--- config.mk ---
export PLATFORM = sky130hd
export DESIGN_NAME = stopwatch_ctrl_flat
export DESIGN_NICKNAME = d
export VERILOG_FILES = /design/src/rtl/stopwatch_if.sv /design/src/rtl/stopwatch_ctrl.sv /design/src/flat_wrapper.sv
export SDC_FILE = /design/constraint.sdc
export NUM_CORES = 1
export LEC_CHECK = 0
export CAP_MARGIN = 10
export CELL_PAD_IN_SITES_DETAIL_PLACEMENT = 1
export CELL_PAD_IN_SITES_GLOBAL_PLACEMENT = 1
export CORE_AREA = 2 2 47 70
export CTS_CLUSTER_DIAMETER = 100
export DETAILED_ROUTE_END_ITERATION = 7
export DIE_AREA = 0 0 49 72
export GPL_ROUTABILITY_DRIVEN = 0
export PLACE_DENSITY = 0.81
export SYNTH_ARGS = -nofsm -noshare
export SYNTH_HDL_FRONTEND = slang
export SYNTH_SLANG_ARGS = --single-unit
export TNS_END_PERCENT = 50
--- constraint.sdc ---
create_clock -name clk -period 2.24 [get_ports clk]
set_clock_uncertainty 0.1 [all_clocks]
set_input_delay 0.448 -clock clk [delete_from_list [all_inputs] [get_ports clk]]
set_output_delay 0.448 -clock clk [all_outputs]
set_load 0.03 [all_outputs]
--- src/rtl/stopwatch_if.sv ---
// stopwatch_if: buttons and chain feedback in; counter-chain and display controls out.
// master = button/chain side, slave = stopwatch_ctrl.
interface stopwatch_if;
  logic       btn_ss;
  logic       btn_lap;
  logic       btn_clr;
  logic       chain_ovf;
  logic       tick_en;
  logic       chain_clr;
  logic       latch_en;
  logic       running;
  logic [1:0] state;
  logic       ovf_flag;

  modport master (
    output btn_ss, btn_lap, btn_clr, chain_ovf,
    input  tick_en, chain_clr, latch_en,
    input  running, state, ovf_flag
  );

  modport slave (
    input  btn_ss, btn_lap, btn_clr, chain_ovf,
    output tick_en, chain_clr, latch_en,
    output running, state, ovf_flag
  );
endinterface

--- src/rtl/stopwatch_ctrl.sv ---
// stopwatch_ctrl: button-edge FSM, tick prescaler and display latch control.
// Lap-time freeze is built only when STOPWATCH_LAP_EN is defined.
module stopwatch_ctrl #(
  parameter int TICK_DIV = 250000,
  parameter int DIV_W    = 18
) (
  input  logic       clk,
  input  logic       reset,
  stopwatch_if.slave sw
);

  typedef enum logic [1:0] {
    IDLE  = 2'b00,
    RUN   = 2'b01,
    PAUSE = 2'b10,
    LAP   = 2'b11
  } state_t;

  localparam logic [DIV_W-1:0] DIV_MAX = DIV_W'(TICK_DIV - 1);
  localparam logic [DIV_W-1:0] DIV_ONE = DIV_W'(1);

  state_t           st_q, st_d;
  logic [DIV_W-1:0] div_q, div_d;
  logic             clr_q, clr_d;
  logic             ovf_q, ovf_d;
  logic             ss_q, cb_q;
  logic             ss_ev, lap_ev, clr_ev;
  logic             run_w, tick_w;

  assign ss_ev  = sw.btn_ss & ~ss_q;
  assign clr_ev = sw.btn_clr & ~cb_q;

`ifdef STOPWATCH_LAP_EN
  logic lap_q;

  always_ff @(posedge clk) begin
    if (reset) lap_q <= 1'b1;
    else       lap_q <= sw.btn_lap;
  end

  assign lap_ev      = sw.btn_lap & ~lap_q;
  assign sw.latch_en = (st_q != LAP);
  assign sw.state    = st_q;
`else
  assign lap_ev      = 1'b0;
  assign sw.latch_en = 1'b1;
  assign sw.state    = (st_q == LAP) ? RUN : st_q;
`endif

  always_ff @(posedge clk) begin
    if (reset) begin
      st_q  <= IDLE;
      div_q <= '0;
      clr_q <= 1'b0;
      ovf_q <= 1'b0;
      ss_q  <= 1'b1;
      cb_q  <= 1'b1;
    end else begin
      st_q  <= st_d;
      div_q <= div_d;
      clr_q <= clr_d;
      ovf_q <= ovf_d;
      ss_q  <= sw.btn_ss;
      cb_q  <= sw.btn_clr;
    end
  end

  assign run_w  = (st_q == RUN) || (st_q == LAP);
  assign tick_w = run_w && (div_q == DIV_MAX);

  always_comb begin
    st_d  = st_q;
    div_d = div_q;
    clr_d = 1'b0;
    ovf_d = ovf_q;
    if (run_w) div_d = tick_w ? '0 : div_q + DIV_ONE;
    unique case (st_q)
      IDLE: begin
        if (ss_ev) st_d = RUN;
        else if (clr_ev && !lap_ev) clr_d = 1'b1;
      end
      PAUSE: begin
        if (ss_ev) begin
          st_d = RUN;
        end else if (clr_ev && !lap_ev) begin
          st_d  = IDLE;
          clr_d = 1'b1;
          ovf_d = 1'b0;
          div_d = '0;
        end
      end
      // RUN and LAP share everything except the lap toggle target
      default: begin
        if (sw.chain_ovf) begin
          st_d  = PAUSE;
          ovf_d = 1'b1;
        end else if (ss_ev) begin
          st_d = PAUSE;
        end else if (lap_ev) begin
          st_d = (st_q == LAP) ? RUN : LAP;
        end
      end
    endcase
  end

  assign sw.tick_en   = tick_w;
  assign sw.chain_clr = clr_q;
  assign sw.running   = run_w;
  assign sw.ovf_flag  = ovf_q;

endmodule
--- src/flat_wrapper.sv ---
// flat-port wrapper written by rule: the top's interface ports become plain ports
module stopwatch_ctrl_flat 
#(
  parameter int TICK_DIV = 250000,
  parameter int DIV_W    = 18
)
  (clk, reset, sw_btn_ss, sw_btn_lap, sw_btn_clr, sw_chain_ovf, sw_tick_en, sw_chain_clr, sw_latch_en, sw_running, sw_state, sw_ovf_flag);
  stopwatch_if sw_i ();
  input  logic clk;
  input  logic reset;
  input wire logic [$bits(sw_i.btn_ss)-1:0] sw_btn_ss;
  input wire logic [$bits(sw_i.btn_lap)-1:0] sw_btn_lap;
  input wire logic [$bits(sw_i.btn_clr)-1:0] sw_btn_clr;
  input wire logic [$bits(sw_i.chain_ovf)-1:0] sw_chain_ovf;
  output wire logic [$bits(sw_i.tick_en)-1:0] sw_tick_en;
  output wire logic [$bits(sw_i.chain_clr)-1:0] sw_chain_clr;
  output wire logic [$bits(sw_i.latch_en)-1:0] sw_latch_en;
  output wire logic [$bits(sw_i.running)-1:0] sw_running;
  output wire logic [$bits(sw_i.state)-1:0] sw_state;
  output wire logic [$bits(sw_i.ovf_flag)-1:0] sw_ovf_flag;
  assign sw_i.btn_ss = sw_btn_ss;
  assign sw_i.btn_lap = sw_btn_lap;
  assign sw_i.btn_clr = sw_btn_clr;
  assign sw_i.chain_ovf = sw_chain_ovf;
  assign sw_tick_en = sw_i.tick_en;
  assign sw_chain_clr = sw_i.chain_clr;
  assign sw_latch_en = sw_i.latch_en;
  assign sw_running = sw_i.running;
  assign sw_state = sw_i.state;
  assign sw_ovf_flag = sw_i.ovf_flag;
  stopwatch_ctrl #(.TICK_DIV(TICK_DIV), .DIV_W(DIV_W)) u_core (.clk(clk), .reset(reset), .sw(sw_i));
endmodule
==> results of run 1 <==
cell families after synthesis:
family / share of synthesized area (%)
adder cells (fa/ha/maj): 1.125
flip-flops: 43.19
AO/OA/AOI/OAI: 8.548
AND/OR/NAND/NOR: 33.18
other: 0.3371
XOR/XNOR: 9.450
buffers and inverters: 4.162
repair_timing:
action | 4_1_cts | 5_1_grt
pin swaps | 0 | 1
resized for setup | 1 | 5
setup endpoints to repair | 1 | 4
report_power, final:
group,internal (mW),switching (mW)
Clock,0.157,0.142
Sequential,0.431,0.00527
Combinational,0.0220,0.0253
Total,0.611,0.172
per-stage QoR:
step	std cells	power [mW]	hold slack [ns]	worst slack [ns]	setup TNS (ns)
floorplan	132	0.4715	0.3274	0.1879	0
global placement	179	0.4917	0.3396	0.1379	0
detailed placement	179	0.4936	0.3499	0.09462	0
CTS	183	0.7899	0.3618	0.001250	0
global route	183	0.8101	0.3907	-0.02156	-0.02156
finish	183	0.7831	0.3571	0.08941	0
layer usage:
metal | wire, µm | vias up | GRT usage (%) | share of wire (%)
li1 | - | 483 | - | -
met1 | 1140 | 496 | 19.33 | 40
met2 | 1580 | 23 | 33.49 | 56
met3 | 80 | 4 | 2.469 | 2.8
met4 | 40 | 0 | 6.984 | 1.4
met5 | 0 | - | 0 | 0
tightest hold or removal path: stages, from the launching register on:
cell and delay (ns):
dfxtp_1 0.31, nand2_1 0.05, a21oi_1 0.05
final cells by class:
cell class,instances,area (µm²),share of cell area [%]
inverters,4,15.01,1.110
repair buffers,15,135.1,9.991
multi-input cells,97,615.6,45.51
clock buffers,4,55.05,4.070
flip-flops and latches,24,483.0,35.71
well taps,39,48.80,3.608
cell usage after synthesis:
cell,number,area share (%)
conb_1,1,0.34
ha_1,1,1.1
nor2_1,16,5.4
a31oi_1,1,0.56
inv_1,4,1.3
nand4_1,4,2.2
nand2_1,8,2.7
nor2b_1,3,1.7
and3_1,2,1.1
nand3_2,1,0.90
o21ai_1,1,0.45
nor4_1,4,2.2
buf_4,1,0.68
o21ai_0,5,2.2
or4b_2,2,1.8
o41ai_1,1,0.79
o31ai_1,2,1.3
or3_1,3,1.7
buf_2,1,0.45
nor3_1,5,2.2
nand4_2,1,1.1
or2_2,2,1.1
xnor2_1,9,7.1
nor4bb_1,1,0.90
nor4b_1,1,0.79
nand3_1,7,3.1
a21oi_1,7,3.1
clkbuf_1,5,1.7
xor2_1,3,2.4
nand2b_1,2,1.1
and4_1,1,0.79
or4_1,2,1.3
and3b_1,1,0.79
dfxtp_1,24,43
sequential cells by signal, indices dropped and copies added (netlist names):
signal,count
u_core.ss_q,1
u_core.sw.chain_clr,1
u_core.div_q,18
u_core.st_q,2
u_core.sw.ovf_flag,1
u_core.cb_q,1
worst max path at each step:
stage,from,to,slack [ns]
6_report,u_core.div_q[8]$_SDFF_PP0_,sw_tick_en,0.09
2_1_floorplan,u_core.div_q[6]$_SDFF_PP0_,sw_tick_en,0.19
3_5_place_dp,sw_btn_clr,u_core.div_q[1]$_SDFF_PP0_,0.09
3_3_place_gp,sw_btn_clr,u_core.div_q[0]$_SDFF_PP0_,0.14
5_1_grt,u_core.div_q[0]$_SDFF_PP0_,sw_tick_en,-0.02
4_1_cts,u_core.st_q[0]$_SDFFE_PP0P_,sw_state[1],0.001
==> qor.csv, run 1 <==
metric,value,unit
CP bufs+invs,1,
Hold Path End,u_core.st_q[1]$_SDFFE_PP0P_,
Gate Count Post-Synth,132,
H-tree lvl count,1,
total die area,3528,µm²
GRT overflow,0,
flop2flop setup slack,0.17,ns
Hold Crit Start,u_core.st_q[1]$_SDFFE_PP0P_,
Final Hold Viols,0,
layout cells sized above 1,15.28,%
DR iter-0 viols,15,
Crit Reg-Reg Startpoint,u_core.div_q[7]$_SDFF_PP0_,
Hold Crit Depth,2,
antenna violations before repair,0,
postcts setup bufs,0,
Crit. path cell count,4,
pwr/cell area,579.0,nW/µm²
clk_lat worst skew,0.27,ns
Max Cap Viol,0,
syn_area_per_cell,8.427,µm²
post-synthesis register bit count,24,
CP cell instances,nor4_2 > nand2_1 > nor4bb_2 > buf_4,
vias in the first global route,1068,
via count,1006,
Post-Syn Area,1112,µm²
Root Driver,clkbuf_8,
CTS tree,yes,
global-route wire length before repair,4.843,mm
Yosys cell types,34,
Worst Reg-to-Reg Cells,4,
Final period util,96.01,%
Rows,24,
Hold Crit Class,register to register,
Num CTS Buffers,3,
Diodes inserted,0,
Post-DRT Antenna Nets,0,
# nets final,152,
crit path kind,register to primary output,
data arrival time of the critical path,1.60,ns
Ports,13,
Filler Cells Inserted,357,
Setup crit start kind,register,
DRC viols,0,
clock buffer depth,2,
"Slew Viols, Final",0,
most frequent cells in the layout,"22 x dfxtp_1, 16 x nor2_1, 9 x xnor2_1, 9 x clkdlybuf4s50_1, 8 x nand2_1",
Via density,5.497,
min cycle time layout,2.151,ns
Worst-path clk slew,0.08,ns
Final Setup Violations,0,
final instance area,1353,µm²
WL/cell,15.53,µm
Critical Path Sink Type,primary output,
register area share after synthesis,43.19,%
crit-path max FO,4,
fmax,0.4650,GHz
status,finished clean,
Max rail drop VDD,0.2935,mV
syn nets,139,
core area,2913,µm²
leakage power total,0.4287,nW
GRT Util Overall,17.56,%
final WL,2.842,mm
Die Span Y,72,µm
dpl hpwl,2.098,mm
largest net degree at the start of global routing,16,
placed cell area,1271,µm²
Top delay family on crit path,simple AND/OR/NAND/NOR gates,
Area Growth Syn to Fin,21.60,%
Syn. warnings,0,
router iterations before antenna repair,4,
"commonest non-fill, non-tap cell in the layout",dfxtp_1,
max incr delay on CP,0.38,ns
hold-fix buffers at CTS,0,
Reg-to-Reg End,u_core.div_q[16]$_SDFF_PP0_,
CTS sink cnt,24,
WP data required,1.69,ns
Die W,49,µm
slowest CP cell,dfxtp_1,
Initial Utilization,38.19,%
fin util,46.43,%
Port Buffers,10,
Power figures use the tool's default switching activity.
==> inputs of run 2 (changes only) <==
==> constraint.sdc (replaced) <==
create_clock -name clk -period 2.24 [get_ports clk]
set_clock_uncertainty 0.1 [all_clocks]
set_input_delay 0.56 -clock clk [delete_from_list [all_inputs] [get_ports clk]]
set_output_delay 0.56 -clock clk [all_outputs]
set_load 0.01 [all_outputs]
==> run 2 against run 1 <==
- highest routed layer unchanged
- combinational power increased by 2%
- critical path type unchanged
- register-to-register slack improved by 0.04 ns
- sequential power about the same
- cell count increased by 9.8%
- worst setup slack got worse by 0.057 ns
- clock power about the same
- worst hold slack improved by 0.011 ns
- core utilization increased by 5.9 points
- first-iteration DRC count increased by 6.7%
- critical endpoint unchanged
- global-route usage increased by 1.1 points
==> qor.csv, run 2 (synthesis gave the netlist of run 1 again) <==
metric,value,unit
Switch Pwr,164.6,µW
CTS tree,yes,
antenna violations before repair,0,
Max Cap Viol,0,
"commonest non-fill, non-tap cell in the layout",dfxtp_1,
data arrival time of the critical path,1.55,ns
DRC viols,0,
Rows,24,
Via density,5.164,
WP data required,1.58,ns
H-tree lvl count,1,
crit-path max FO,2,
Diodes inserted,0,
router iterations before antenna repair,3,
Flop pwr share,55.7,%
Overall Power,778.7,µW
Final Setup Violations,0,
Die W,49,µm
Filler Cells Inserted,360,
GRT Util Overall,18.68,%
Die Span Y,72,µm
final WL,3.029,mm
CP startpoint,u_core.div_q[11]$_SDFF_PP0_,
Critical Path Sink Type,primary output,
clk_lat worst skew,0.27,ns
Post-DRT Antenna Nets,0,
Max rail drop VDD,0.4167,mV
global-route wire length before repair,5.030,mm
Area Growth Syn to Fin,37.12,%
clock buffer depth,2,
"Slew Viols, Final",0,
core area,2913,µm²
Crit Reg-Reg Startpoint,u_core.div_q[9]$_SDFF_PP0_,
final instance area,1525,µm²
Largest regs,"u_core.div_q (18), u_core.st_q (2)",
largest net degree at the start of global routing,17,
fmax,0.4530,GHz
combinational share of power,6.2,%
Placed Instances,196,
WL/cell,15.07,µm
Net Sw Frac,21.14,%
Setup crit start kind,register,
Hold Crit Start,u_core.st_q[1]$_SDFFE_PP0P_,
Ports,13,
Port Buffers,10,
slowest CP cell,dfxtp_2,
Final Hold Viols,0,
# nets final,170,
CTS sink cnt,24,
layout cells sized above 1,25.31,%
DR iter-0 viols,16,
dpl hpwl,2.320,mm
Final period util,98.54,%
via count,1038,
vias in the first global route,1113,
PnR worst setup slack,0.03263,ns
pwr/cell area,510.5,nW/µm²
Hold Crit Class,register to register,
leakage power total,0.5639,nW
Root Driver,clkbuf_8,
status,finished clean,
unrepaired setup endpoints after global routing,true,
min cycle time layout,2.207,ns
CP cell instances,nor4_4 > buf_4 > nand2_4 > nor4bb_4 > buf_2,
Largest register FFs,18,
Initial Utilization,38.19,%
crit path kind,register to primary output,
max incr delay on CP,0.34,ns
most frequent cells in the layout,"23 x dfxtp_1, 22 x buf_4, 16 x nor2_1",
setup TNS,0,ns
fin cells,201,
GRT overflow,0,
Num CTS Buffers,3,
Int Power,614.1,µW
placed cell area,1408,µm²
Place WS,-0.2138,ns
clock power share,38.1,%
Worst-path clk slew,0.08,ns
largest register by flop count,u_core.div_q,
total die area,3528,µm²
-- run 2: cell count changes in the layout (fill, tap and decap cells not counted), sizes merged --
cell,delta
buf,+18
-- run 2: repair_timing --
action / CTS / global route
gates cloned: 0 / 0
pin swaps: 1 / 3
setup buffers: 0 / 1
setup endpoints to repair: 2 / 1
hold buffers: 0 / 0
gates resized for setup: 8 / 7
-- run 2: worst max-delay path, delay by kind of cell, from the launching register on --
kind          cells  cell delay (ns)
buf+inv           2             0.33
flops             1             0.34
simple gates      3             0.60
-- run 2: power groups by stage --
stage          registers (mW)  clock network, mW  logic (mW)
3_3_place_gp            0.443                  0      0.0469
5_1_grt                 0.434              0.318      0.0527
3_5_place_dp            0.444                  0      0.0483
4_1_cts                 0.434              0.300      0.0490
2_1_floorplan           0.444                  0      0.0214
6_report                0.434              0.297      0.0484
-- run 2: path summary, 6_finish.rpt --
check | slack [ns] | cells after the start | to
worst max-delay path | 0.03 | 5 | sw_tick_en
worst min-delay path | 0.37 | 2 | u_core.st_q[1]$_SDFFE_PP0P_
worst max register to register | 0.21 | 5 | u_core.div_q[16]$_SDFF_PP0_
worst min register to register | 0.37 | 2 | u_core.st_q[1]$_SDFFE_PP0P_
-- run 2: metrics by stage --
stage	utilization [%]	hold WS, ns
after floorplan	-	0.3274
after global placement	48.32	0.3437
after detailed placement	48.32	0.3540
after CTS	50.77	0.3683
after global routing	52.36	0.4017
final	52.36	0.3677
-- run 2: area by class of cell --
type	count	area, µm²	share of cell area [%]
multi-input cells	97	644.4	42.25
repair buffers	33	280.3	18.38
clock buffers	4	55.05	3.610
inverters	4	15.01	0.9844
well taps	39	48.80	3.199
flip-flops and latches	24	481.7	31.58
-- run 2: per-layer routing --
metal | GRT usage [%] | routed length (µm) | vias up | part of all wire [%]
li1 | - | - | 523 | -
met1 | 18.90 | 1177 | 496 | 39
met2 | 37.44 | 1741 | 14 | 57
met3 | 2.675 | 62 | 5 | 2.0
met4 | 7.619 | 48 | 0 | 1.6
met5 | 0 | 0 | - | 0
